==> src/rtl/pellet_score_if.sv <==
// Pellet/score keeper bus: raster scan and game control in, pellet pixel, score and status out.
interface pellet_score_if;
  logic        start;
  logic        ack;
  logic        lose;
  logic        bright;
  logic [9:0]  hCount;
  logic [9:0]  vCount;
  logic        pacmanFill;
  logic        pelletFill;
  logic [15:0] score;
  logic        win;
  logic        eatPulse;
  logic [2:0]  state;

  modport master (
    output start, ack, lose, bright, hCount, vCount, pacmanFill,
    input  pelletFill, score, win, eatPulse, state
  );

  modport slave (
    input  start, ack, lose, bright, hCount, vCount, pacmanFill,
    output pelletFill, score, win, eatPulse, state
  );
endinterface

==> src/rtl/pellet_score.sv <==
// Pellet field and score keeper: draws a pellet grid in scan coordinates and
// counts pellets the pacman fill passes over during play.
module pellet_score #(
  parameter int unsigned COLS      = 6,
  parameter int unsigned ROWS      = 5,
  parameter int unsigned X0        = 184,
  parameter int unsigned XSTEP     = 100,
  parameter int unsigned Y0        = 75,
  parameter int unsigned YSTEP     = 90,
  parameter int unsigned PSIZE     = 4,
  parameter int unsigned WIN_SCORE = 30
) (
  input logic           clk,
  input logic           reset,
  pellet_score_if.slave bus
);

  localparam int unsigned NP = COLS * ROWS;
  localparam int unsigned IW = (NP > 1) ? $clog2(NP) : 1;

  // Low three bits double as the one-hot debug state {LOST, WON, PLAY}.
  typedef enum logic [3:0] {
    S_INIT = 4'b0000,
    S_PLAY = 4'b0001,
    S_WON  = 4'b0010,
    S_LOST = 4'b0100,
    S_IDLE = 4'b1000
  } state_t;

  state_t         state_q, state_d;
  logic [NP-1:0]  eaten_q, eaten_d;
  logic [15:0]    score_q, score_d;
  logic           eat_pulse_q, eat_pulse_d;

  logic           in_col, in_row;
  logic [IW-1:0]  col_sel, row_sel, pidx;
  logic           pellet_fill;
  logic           hit;
  logic [15:0]    score_inc;
  logic           win_reached;

  // Locate the current pixel within the pellet grid
  always_comb begin
    in_col  = 1'b0;
    in_row  = 1'b0;
    col_sel = '0;
    row_sel = '0;
    for (int unsigned c = 0; c < COLS; c++) begin
      if (32'(bus.hCount) >= X0 + c * XSTEP && 32'(bus.hCount) < X0 + c * XSTEP + PSIZE) begin
        in_col  = 1'b1;
        col_sel = IW'(c);
      end
    end
    for (int unsigned r = 0; r < ROWS; r++) begin
      if (32'(bus.vCount) >= Y0 + r * YSTEP && 32'(bus.vCount) < Y0 + r * YSTEP + PSIZE) begin
        in_row  = 1'b1;
        row_sel = IW'(r);
      end
    end
  end

  assign pidx        = IW'(32'(row_sel) * COLS + 32'(col_sel));
  assign pellet_fill = bus.bright & in_col & in_row & ~eaten_q[pidx];
  assign hit         = pellet_fill & bus.pacmanFill & (state_q == S_PLAY);
  assign score_inc   = (score_q == 16'hFFFF) ? score_q : score_q + 16'd1;
  assign win_reached = (17'(score_q) + 17'(hit)) == 17'(WIN_SCORE);

  // Next-state, field and score update
  always_comb begin
    state_d     = state_q;
    eaten_d     = eaten_q;
    score_d     = score_q;
    eat_pulse_d = 1'b0;
    unique case (state_q)
      S_INIT: begin
        eaten_d = '0;
        score_d = '0;
        state_d = S_IDLE;
      end
      S_IDLE: begin
        if (bus.start) state_d = S_PLAY;
      end
      S_PLAY: begin
        if (hit) begin
          eaten_d[pidx] = 1'b1;
          score_d       = score_inc;
          eat_pulse_d   = 1'b1;
        end
        if (win_reached)   state_d = S_WON;
        else if (bus.lose) state_d = S_LOST;
      end
      S_WON, S_LOST: begin
        if (bus.ack) begin
          state_d = S_INIT;
          eaten_d = '0;
          score_d = '0;
        end
      end
      default: state_d = S_INIT;
    endcase
  end

  always_ff @(posedge clk or posedge reset) begin
    if (reset) begin
      state_q     <= S_INIT;
      eaten_q     <= '0;
      score_q     <= '0;
      eat_pulse_q <= 1'b0;
    end else begin
      state_q     <= state_d;
      eaten_q     <= eaten_d;
      score_q     <= score_d;
      eat_pulse_q <= eat_pulse_d;
    end
  end

  assign bus.pelletFill = pellet_fill;
  assign bus.score      = score_q;
  assign bus.win        = state_q[1];
  assign bus.eatPulse   = eat_pulse_q;
  assign bus.state      = state_q[2:0];

endmodule

==> src/flat_wrapper.sv <==
// flat-port wrapper written by rule: the top's interface ports become plain ports
module pellet_score_flat 
#(
  parameter int unsigned COLS      = 6,
  parameter int unsigned ROWS      = 5,
  parameter int unsigned X0        = 184,
  parameter int unsigned XSTEP     = 100,
  parameter int unsigned Y0        = 75,
  parameter int unsigned YSTEP     = 90,
  parameter int unsigned PSIZE     = 4,
  parameter int unsigned WIN_SCORE = 30
)
  (clk, reset, bus_start, bus_ack, bus_lose, bus_bright, bus_hCount, bus_vCount, bus_pacmanFill, bus_pelletFill, bus_score, bus_win, bus_eatPulse, bus_state);
  pellet_score_if bus_i ();
  input logic clk;
  input logic reset;
  input wire logic [$bits(bus_i.start)-1:0] bus_start;
  input wire logic [$bits(bus_i.ack)-1:0] bus_ack;
  input wire logic [$bits(bus_i.lose)-1:0] bus_lose;
  input wire logic [$bits(bus_i.bright)-1:0] bus_bright;
  input wire logic [$bits(bus_i.hCount)-1:0] bus_hCount;
  input wire logic [$bits(bus_i.vCount)-1:0] bus_vCount;
  input wire logic [$bits(bus_i.pacmanFill)-1:0] bus_pacmanFill;
  output wire logic [$bits(bus_i.pelletFill)-1:0] bus_pelletFill;
  output wire logic [$bits(bus_i.score)-1:0] bus_score;
  output wire logic [$bits(bus_i.win)-1:0] bus_win;
  output wire logic [$bits(bus_i.eatPulse)-1:0] bus_eatPulse;
  output wire logic [$bits(bus_i.state)-1:0] bus_state;
  assign bus_i.start = bus_start;
  assign bus_i.ack = bus_ack;
  assign bus_i.lose = bus_lose;
  assign bus_i.bright = bus_bright;
  assign bus_i.hCount = bus_hCount;
  assign bus_i.vCount = bus_vCount;
  assign bus_i.pacmanFill = bus_pacmanFill;
  assign bus_pelletFill = bus_i.pelletFill;
  assign bus_score = bus_i.score;
  assign bus_win = bus_i.win;
  assign bus_eatPulse = bus_i.eatPulse;
  assign bus_state = bus_i.state;
  pellet_score #(.COLS(COLS), .ROWS(ROWS), .X0(X0), .XSTEP(XSTEP), .Y0(Y0), .YSTEP(YSTEP), .PSIZE(PSIZE), .WIN_SCORE(WIN_SCORE)) u_core (.clk(clk), .reset(reset), .bus(bus_i));
endmodule
==> config.mk <==
export PLATFORM = sky130hd
export DESIGN_NAME = pellet_score_flat
export DESIGN_NICKNAME = d
export VERILOG_FILES = /design/src/rtl/pellet_score_if.sv /design/src/rtl/pellet_score.sv /design/src/flat_wrapper.sv
export SDC_FILE = /design/constraint.sdc
export NUM_CORES = 1
export LEC_CHECK = 0
export CORE_ASPECT_RATIO = 1.4
export CORE_UTILIZATION = 35
export DETAILED_ROUTE_END_ITERATION = 16
export GPL_TIMING_DRIVEN = 0
export SYNTH_ARGS = -nofsm -noshare
export SYNTH_HDL_FRONTEND = slang
export SYNTH_SLANG_ARGS = --single-unit
==> constraint.sdc <==
create_clock -name clk -period 4.3 [get_ports clk]
set_clock_uncertainty 0.1 [all_clocks]
set_input_delay 0.43 -clock clk [delete_from_list [all_inputs] [get_ports clk]]
set_output_delay 0.43 -clock clk [all_outputs]
set_load 0.05 [all_outputs]
==> parameters.txt, run 1 <==
Parameter                              Value

Floorplanning
  # rows ... 43
  Die height ... 122 microns
  Die area ... 10,800 sq um
  IO Count ... 49
  Total core area ... 10,000 sq um
  Initial Util ... 36.2%
  Die Wd ... 88.0 microns

Pwr
  VDD IR max ... 0.332 mV
  Cell leakage power ... 1.98 nW
  Ratio of total power to cell area ... 337 nW/um^2

Setup path
  Cell breakdown of the critical path ... clkdlybuf4s15_2, o21a_1, nor4bb_4, a211oi_2, nand2_1, ha_4, ha_4, a21o_1, a32oi_4, xor2_4, buf_6, a2111o_1, and4_4, and3_4, ha_4, ha_4, and4_4, or4_1, a21oi_1, a21oi_1, o22ai_2, nand3_2, a32oi_1, nor2_1
  Critical Setup Path Class ... in2reg
  Crit path buf inv count ... 2
  Library cell contributing the largest single delay on the critical path ... or4_1
  Biggest fanout along the worst timing path ... 7
  Cell seen most often among critical-path stages ... ha_4
  Peak per-stage delay on the critical path ... 0.40 ns
  Worst EP required ... 4.38 ns
  Crit path DAT ... 5.13 ns
  Endpoint kind of the worst setup timing path ... flop
  Dominant delay contributor by cell family on the critical path ... compound AO/OA/AOI/OAI gates
  Worst setup SP type ... input pin

Clock network
  CTS HTree Levels ... 2
  Count of clock tree sinks ... 51
  Worst skew pair latency ... 0.30 ns
  Max Buffers Root-to-Sink ... 2
  CTS root buffer ... clkbuf_16
  CTS Buf Count ... 5
  Total of hold buffers inserted after clock tree synthesis ... 0
  Clock-pin slew on the worst setup and hold paths ... 0.07 ns
  CTS tree ... done

Yosys
  Seq cells post-synth ... 51
  Count of synthesis-stage warnings from yosys ... 0
  Sequential share of the synthesized area ... 35.2%
  Post-Synthesis Mean Instance Area ... 9.39 sq um
  Net count after synthesis ... 421
  Number of library cell types mapped by synthesis ... 78
  Area of the mapped netlist ... 3620 sq um
  Primary FF master, synth ... dfrtp_1
  Number of flops mapped to enable cells by yosys ... 0
  Post-synth ARST share ... 100%
  Synthesized instance count ... 386

Final layout
  Layout net count ... 506
  Area growth from synthesis to layout ... 43.5%
  Layout cell share with drive strength beyond 1 ... 28.6%
  Commonest non-fill, non-tap cells in the layout ... dfrtp_1, clkdlybuf4s50_1, nand2_1
  Commonest non-fill, non-tap cell in the layout ... dfrtp_1
  Final standard cell area without fillers ... 5200 sq um
  N_diodes ... 0
  Post-Route Utilization ... 52.0%

Route
  Number of DRC violations after detailed routing ... 0
  Number of iterations in the first detailed-routing pass ... 4
  Count of routing violations after the opening detailed-route iteration ... 199
  Remaining antenna violation count after routing ... 0
  Drt wl/cell ... 18.4 microns
  Routed Wire Length ... 11,200 microns
  Vias after detailed routing ... 3,569
  Number of vias per cell ... 5.88

Outcome
  Violated checks ... negative setup slack
  Outcome ... finished, violations left

Global route
  GR Overflow Total ... 0
  Overall global routing resource usage ... 20.7%
  Global-route wire length before repair ... 17,200 microns
  Number of antenna violations at the first check in global routing ... 0
  Number of global-route vias before repair ... 3,460
  Largest net degree at the start of global routing ... 39

Timing
  Worst Max-Slew Pin Slew ... 1.20 ns
  Accumulated negative setup slack ... -21.51 ns
  Setup WS post-layout ... -0.747 ns
  Worst max-slew margin expressed relative to the limit ... 19.5%
  Max-slew violations ... 0
  Timing-limited maximum frequency ... 198 MHz
  Final min period ... 5.05 ns
  Setup repair after global routing missed its margin ... true
  Hold violation count in the final report ... 0
  Number of failing setup endpoints in the final timing report ... 50
  Crit share post-route ... 117%

Placement
  Total placed instance area ... 4420 sq um
  Routability cong. ... 0.964
  Number of input and output port buffers inserted ... 44
  Total half-perimeter wirelength after legalization and detailed placement ... 7640 microns

Hold path
  Worst hold path class ... in2async

Flow run
  Maximum Capacitance Violations ... 0
[cell families (layout without fill, tap and decap cells)]
kind of cell    Yosys count  in the layout  share of synthesized area (%)
compound gates          109            110                           25.5
xor+xnor                  9              9                           2.59
fa+ha+maj                 9              9                           3.25
buf+inv                  35            120                           4.35
flops                    51             51                           35.2
mux                       9              9                           2.90
simple gates            164            164                           26.2
[registers in the layout, summed over array words and instances (netlist names)]
register and flops:
u_core.eaten_q 30, u_core.bus.score 16, u_core.state_q 4, u_core.bus.eatPulse 1
[layout make-up]
cell class,instances,area (sq um)
timing repair buffer,77,763
clock buffer,6,139
buffer,29,173
fill,934,4810
inverter,6,22.5
sequential,51,1280
tap,135,169
clock inverter,2,16.3
multi-input combinational,301,2640
[repair_timing]
item	CTS	global route
pin swaps	25	26
gates cloned	0	5
setup endpoints to repair	50	43
setup buffers	13	15
resized for setup	76	63
[worst reg2reg max path, stage by stage, from the launching register on]
cell	delay, ns
dfrtp_1	0.39
clkbuf_1	0.19
nor4b_1	0.92
nand2_1	0.24
a2111oi_4	0.41
and3_4	0.24
ha_4	0.14
ha_4	0.12
and4_4	0.25
nor3b_4	0.28
a31oi_4	0.14
a2111oi_4	0.23
nand3_2	0.16
a32oi_1	0.24
nor2_1	0.07
[Yosys cell counts (all sizes together) (3+ instances only)]
master   number  area (sq um)
xor2          3          33.8
ha            7          87.6
buf          12          71.3
clkbuf       17          63.8
nand4bb       3          33.8
nor4          3          25.0
a32o         30           300
dfrtp        51          1280
a21oi        12          60.1
nand2b        7          43.8
o21ai        15          75.1
nor2b         4          25.0
and3         13          81.3
nand4        10          62.6
a32oi         3          33.8
and2          4          25.0
nor2         19          71.3
a2111oi       8           101
and4          3          26.3
nor4b         6          67.6
nor3         15          80.1
a211oi        6          55.1
o21a          4          30.0
nand3        15          75.1
mux2i         6          60.1
inv           6          22.5
nand2        38           145
a31oi         4          37.5
o211ai        4          35.0
or4           6          45.0
xnor2         6          60.1
or3           9          56.3
[metrics by stage]
stage	hold slack, ns	power (mW)	instances	setup slack [ns]
final	0.325	1.75	607	-0.747
after global routing	0.366	1.83	607	-0.911
after CTS	0.341	1.58	587	-0.717
after detailed placement	0.375	1.14	566	-2.15
after global placement	0.369	1.13	565	-1.99
after floorplan	0.358	0.931	386	-0.638
[where the power goes]
group / switching, mW / internal [mW] / total [mW]
logic: 0.499 / 0.298 / 0.798
registers: 0.0326 / 0.504 / 0.537
clock network: 0.185 / 0.233 / 0.418
total: 0.717 / 1.04 / 1.75
[worst paths after layout]
path | startpoint | endpoint | slack (ns) | cells after the start
min in group clk | u_core.eaten_q[21]$_DFFE_PP0P_ | u_core.eaten_q[21]$_DFFE_PP0P_ | 0.39 | 1
worst min-delay path | reset | u_core.bus.eatPulse$_DFF_PP0_ | 0.33 | 2
worst max register to register | u_core.state_q[1]$_DFFE_PP0P_ | u_core.state_q[2]$_DFFE_PP0P_ | 0.07 | 14
worst min register to register | u_core.eaten_q[21]$_DFFE_PP0P_ | u_core.eaten_q[21]$_DFFE_PP0P_ | 0.39 | 1
max in group asynchronous | reset | u_core.bus.score[8]$_DFFE_PP0P_ | 3.24 | 3
worst max-delay path | bus_vCount[0] | u_core.state_q[2]$_DFFE_PP0P_ | -0.75 | 24
[metal layers]
metal  up-vias  track usage [%]  share of wire (%)
met5         -                0                  0
met4         0             6.97                2.3
met3        21             2.76                3.6
met2        85             39.6                 55
met1      1768             22.7                 39
li1       1695                -                  -
(Power assumes the default switching activity.)
==> run 2, diff against run 1 <==
--- a/config.mk
+++ b/config.mk
@@ -9,6 +9,7 @@
 export CORE_UTILIZATION = 35
 export DETAILED_ROUTE_END_ITERATION = 16
 export GPL_TIMING_DRIVEN = 0
+export SLEW_MARGIN = 30
 export SYNTH_ARGS = -nofsm -noshare
 export SYNTH_HDL_FRONTEND = slang
 export SYNTH_SLANG_ARGS = --single-unit
==> parameters.txt, run 2 (synthesized netlist as in run 1, its figures left out) <==
Parameter                              Value

Placement
  Number of input and output port buffers inserted ... 44
  Routability cong. ... 0.964
  Worst slack after detailed placement ... -2.13 ns
  Total half-perimeter wirelength after legalization and detailed placement ... 7690 microns
  Total placed instance area ... 4440 sq um
  Number of placed instances, taps included ... 566

Timing
  Timing-limited maximum frequency ... 196 MHz
  Worst Max-Slew Pin Slew ... 0.889 ns
  Max-slew violations ... 0
  Crit share post-route ... 118%
  Worst max-slew margin expressed relative to the limit ... 40.3%
  Number of failing setup endpoints in the final timing report ... 3
  Setup WS post-layout ... -0.792 ns
  Hold violation count in the final report ... 0
  Final min period ... 5.09 ns
  Worst-case hold slack ... 0.362 ns
  Accumulated negative setup slack ... -2.19 ns
  Setup repair after global routing missed its margin ... true

Setup path
  Worst setup SP type ... input pin
  Crit path buf inv count ... 2
  Launching point of the worst reg2reg path ... u_core.state_q[1]$_DFFE_PP0P_
  Crit path DAT ... 5.16 ns
  R2R cell count ... 14
  Biggest fanout along the worst timing path ... 5
  Endpoint kind of the worst setup timing path ... flop
  Endpoint of the most critical register-to-register path ... u_core.state_q[2]$_DFFE_PP0P_
  Cell seen most often among critical-path stages ... ha_4
  Critical Setup Path Class ... in2reg
  Worst reg-to-reg setup slack ... 0.35 ns
  Peak per-stage delay on the critical path ... 0.37 ns
  Library cell contributing the largest single delay on the critical path ... a2111oi_4
  Worst EP required ... 4.37 ns
  Dominant delay contributor by cell family on the critical path ... compound AO/OA/AOI/OAI gates

Route
  Number of iterations in the first detailed-routing pass ... 4
  Count of routing violations after the opening detailed-route iteration ... 173
  Routed Wire Length ... 10,400 microns
  Vias after detailed routing ... 3,421
  Number of DRC violations after detailed routing ... 0
  Drt wl/cell ... 17.7 microns
  Number of vias per cell ... 5.82
  Remaining antenna violation count after routing ... 0

Floorplanning
  Initial Util ... 36.2%
  Die height ... 122 microns
  Total core area ... 10,000 sq um
  # rows ... 43
  Die area ... 10,800 sq um
  Die Wd ... 88.0 microns
  IO Count ... 49

Final layout
  Final standard cell area without fillers ... 4910 sq um
  Commonest non-fill, non-tap cell in the layout ... dfrtp_1
  Layout net count ... 487
  Sequential Area ... 1280 sq um
  Layout cell share with drive strength beyond 1 ... 23.2%
  Flip-flop count of the largest register after layout ... 30
  Post-route insts no fill ... 588
  Largest register by flop count ... u_core.eaten_q
  Commonest non-fill, non-tap cells in the layout ... dfrtp_1, clkdlybuf4s50_1, nand2_1
  Area growth from synthesis to layout ... 35.5%
  N_diodes ... 0
  Post-Route Utilization ... 49.0%
  Footprint of the multi-input gates ... 2560 sq um
  Count of filler cells inserted in the layout ... 980

Global route
  Largest net degree at the start of global routing ... 29
  Global-route wire length before repair ... 16,900 microns
  Overall global routing resource usage ... 20.3%
  Number of antenna violations at the first check in global routing ... 0
  Number of global-route vias before repair ... 3,448
  GR Overflow Total ... 0

Outcome
  Violated checks ... negative setup slack
  Outcome ... finished, violations left

Pwr
  Total power after layout ... 1.55 mW
  Ratio of total power to cell area ... 317 nW/um^2
  VDD IR max ... 0.301 mV
  Cell leakage power ... 1.87 nW

Clock network
  Clock-pin slew on the worst setup and hold paths ... 0.07 ns
  Count of clock tree sinks ... 51
  CTS Buf Count ... 5
  CTS HTree Levels ... 2
  Max Buffers Root-to-Sink ... 2
  Worst skew pair latency ... 0.29 ns
  CTS tree ... done
  CTS root buffer ... clkbuf_16

Flow run
  Maximum Capacitance Violations ... 0

Hold path
  Worst hold path class ... in2async
[run 2: cell count changes in the layout (fill, tap and decap cells not counted), moves of 3 or more]
cell     previous run  this run
nor3_2              1         4
buf_2               4         9
o21ai_1             2         6
buf_6              20         6
buf_4              23        15
o21ai_2             6         0
a31oi_4             4         1
[run 2: metal layers]
| layer | global-route usage (%) | share of wire [%] | vias up |
|---|---|---|---|
| met5 | 0 | 0 | - |
| met4 | 5.84 | 1.5 | 0 |
| met3 | 2.29 | 3.0 | 11 |
| met2 | 38.9 | 55 | 64 |
| met1 | 23.0 | 40 | 1693 |
| li1 | - | - | 1653 |
[run 2: repair_timing]
| item | CTS | global route |
|---|---|---|
| hold buffers | 0 | 0 |
| hold endpoints to repair | 0 | 0 |
| setup buffers | 59 | 3 |
| pin swaps | 24 | 19 |
| endpoints found under the setup margin | 50 | 48 |
| resized for setup | 74 | 19 |
[run 2: worst max-delay path by stage]
stage                              from                             to  slack [ns]  cells past startpoint
final                     bus_vCount[6]  u_core.state_q[2]$_DFFE_PP0P_       -0.79                     25
after detailed placement  bus_vCount[9]  u_core.state_q[2]$_DFFE_PP0P_       -2.13                     21
after global routing      bus_vCount[7]  u_core.state_q[2]$_DFFE_PP0P_       -1.05                     24
after global placement    bus_vCount[9]  u_core.state_q[2]$_DFFE_PP0P_       -1.99                     21
after CTS                 bus_vCount[4]  u_core.state_q[2]$_DFFE_PP0P_       -0.81                     26
after floorplan           bus_vCount[8]  u_core.state_q[2]$_DFFE_PP0P_       -0.64                     23
[run 2: cell type report]
type | count | share of cell area [%]
multi-input cells | 300 | 52.2
well taps | 135 | 3.44
clock inverters | 2 | 0.255
plain buffers | 29 | 2.96
flip-flops and latches | 51 | 26.0
repair buffers | 59 | 12.0
inverters | 6 | 0.510
clock buffers | 6 | 2.63
[run 2: where the power goes]
group,leakage (nW),switching (mW),internal [mW]
registers,0.707,0.0319,0.505
clock network,0.0669,0.179,0.215
logic,1.10,0.434,0.190
total,1.87,0.645,0.909
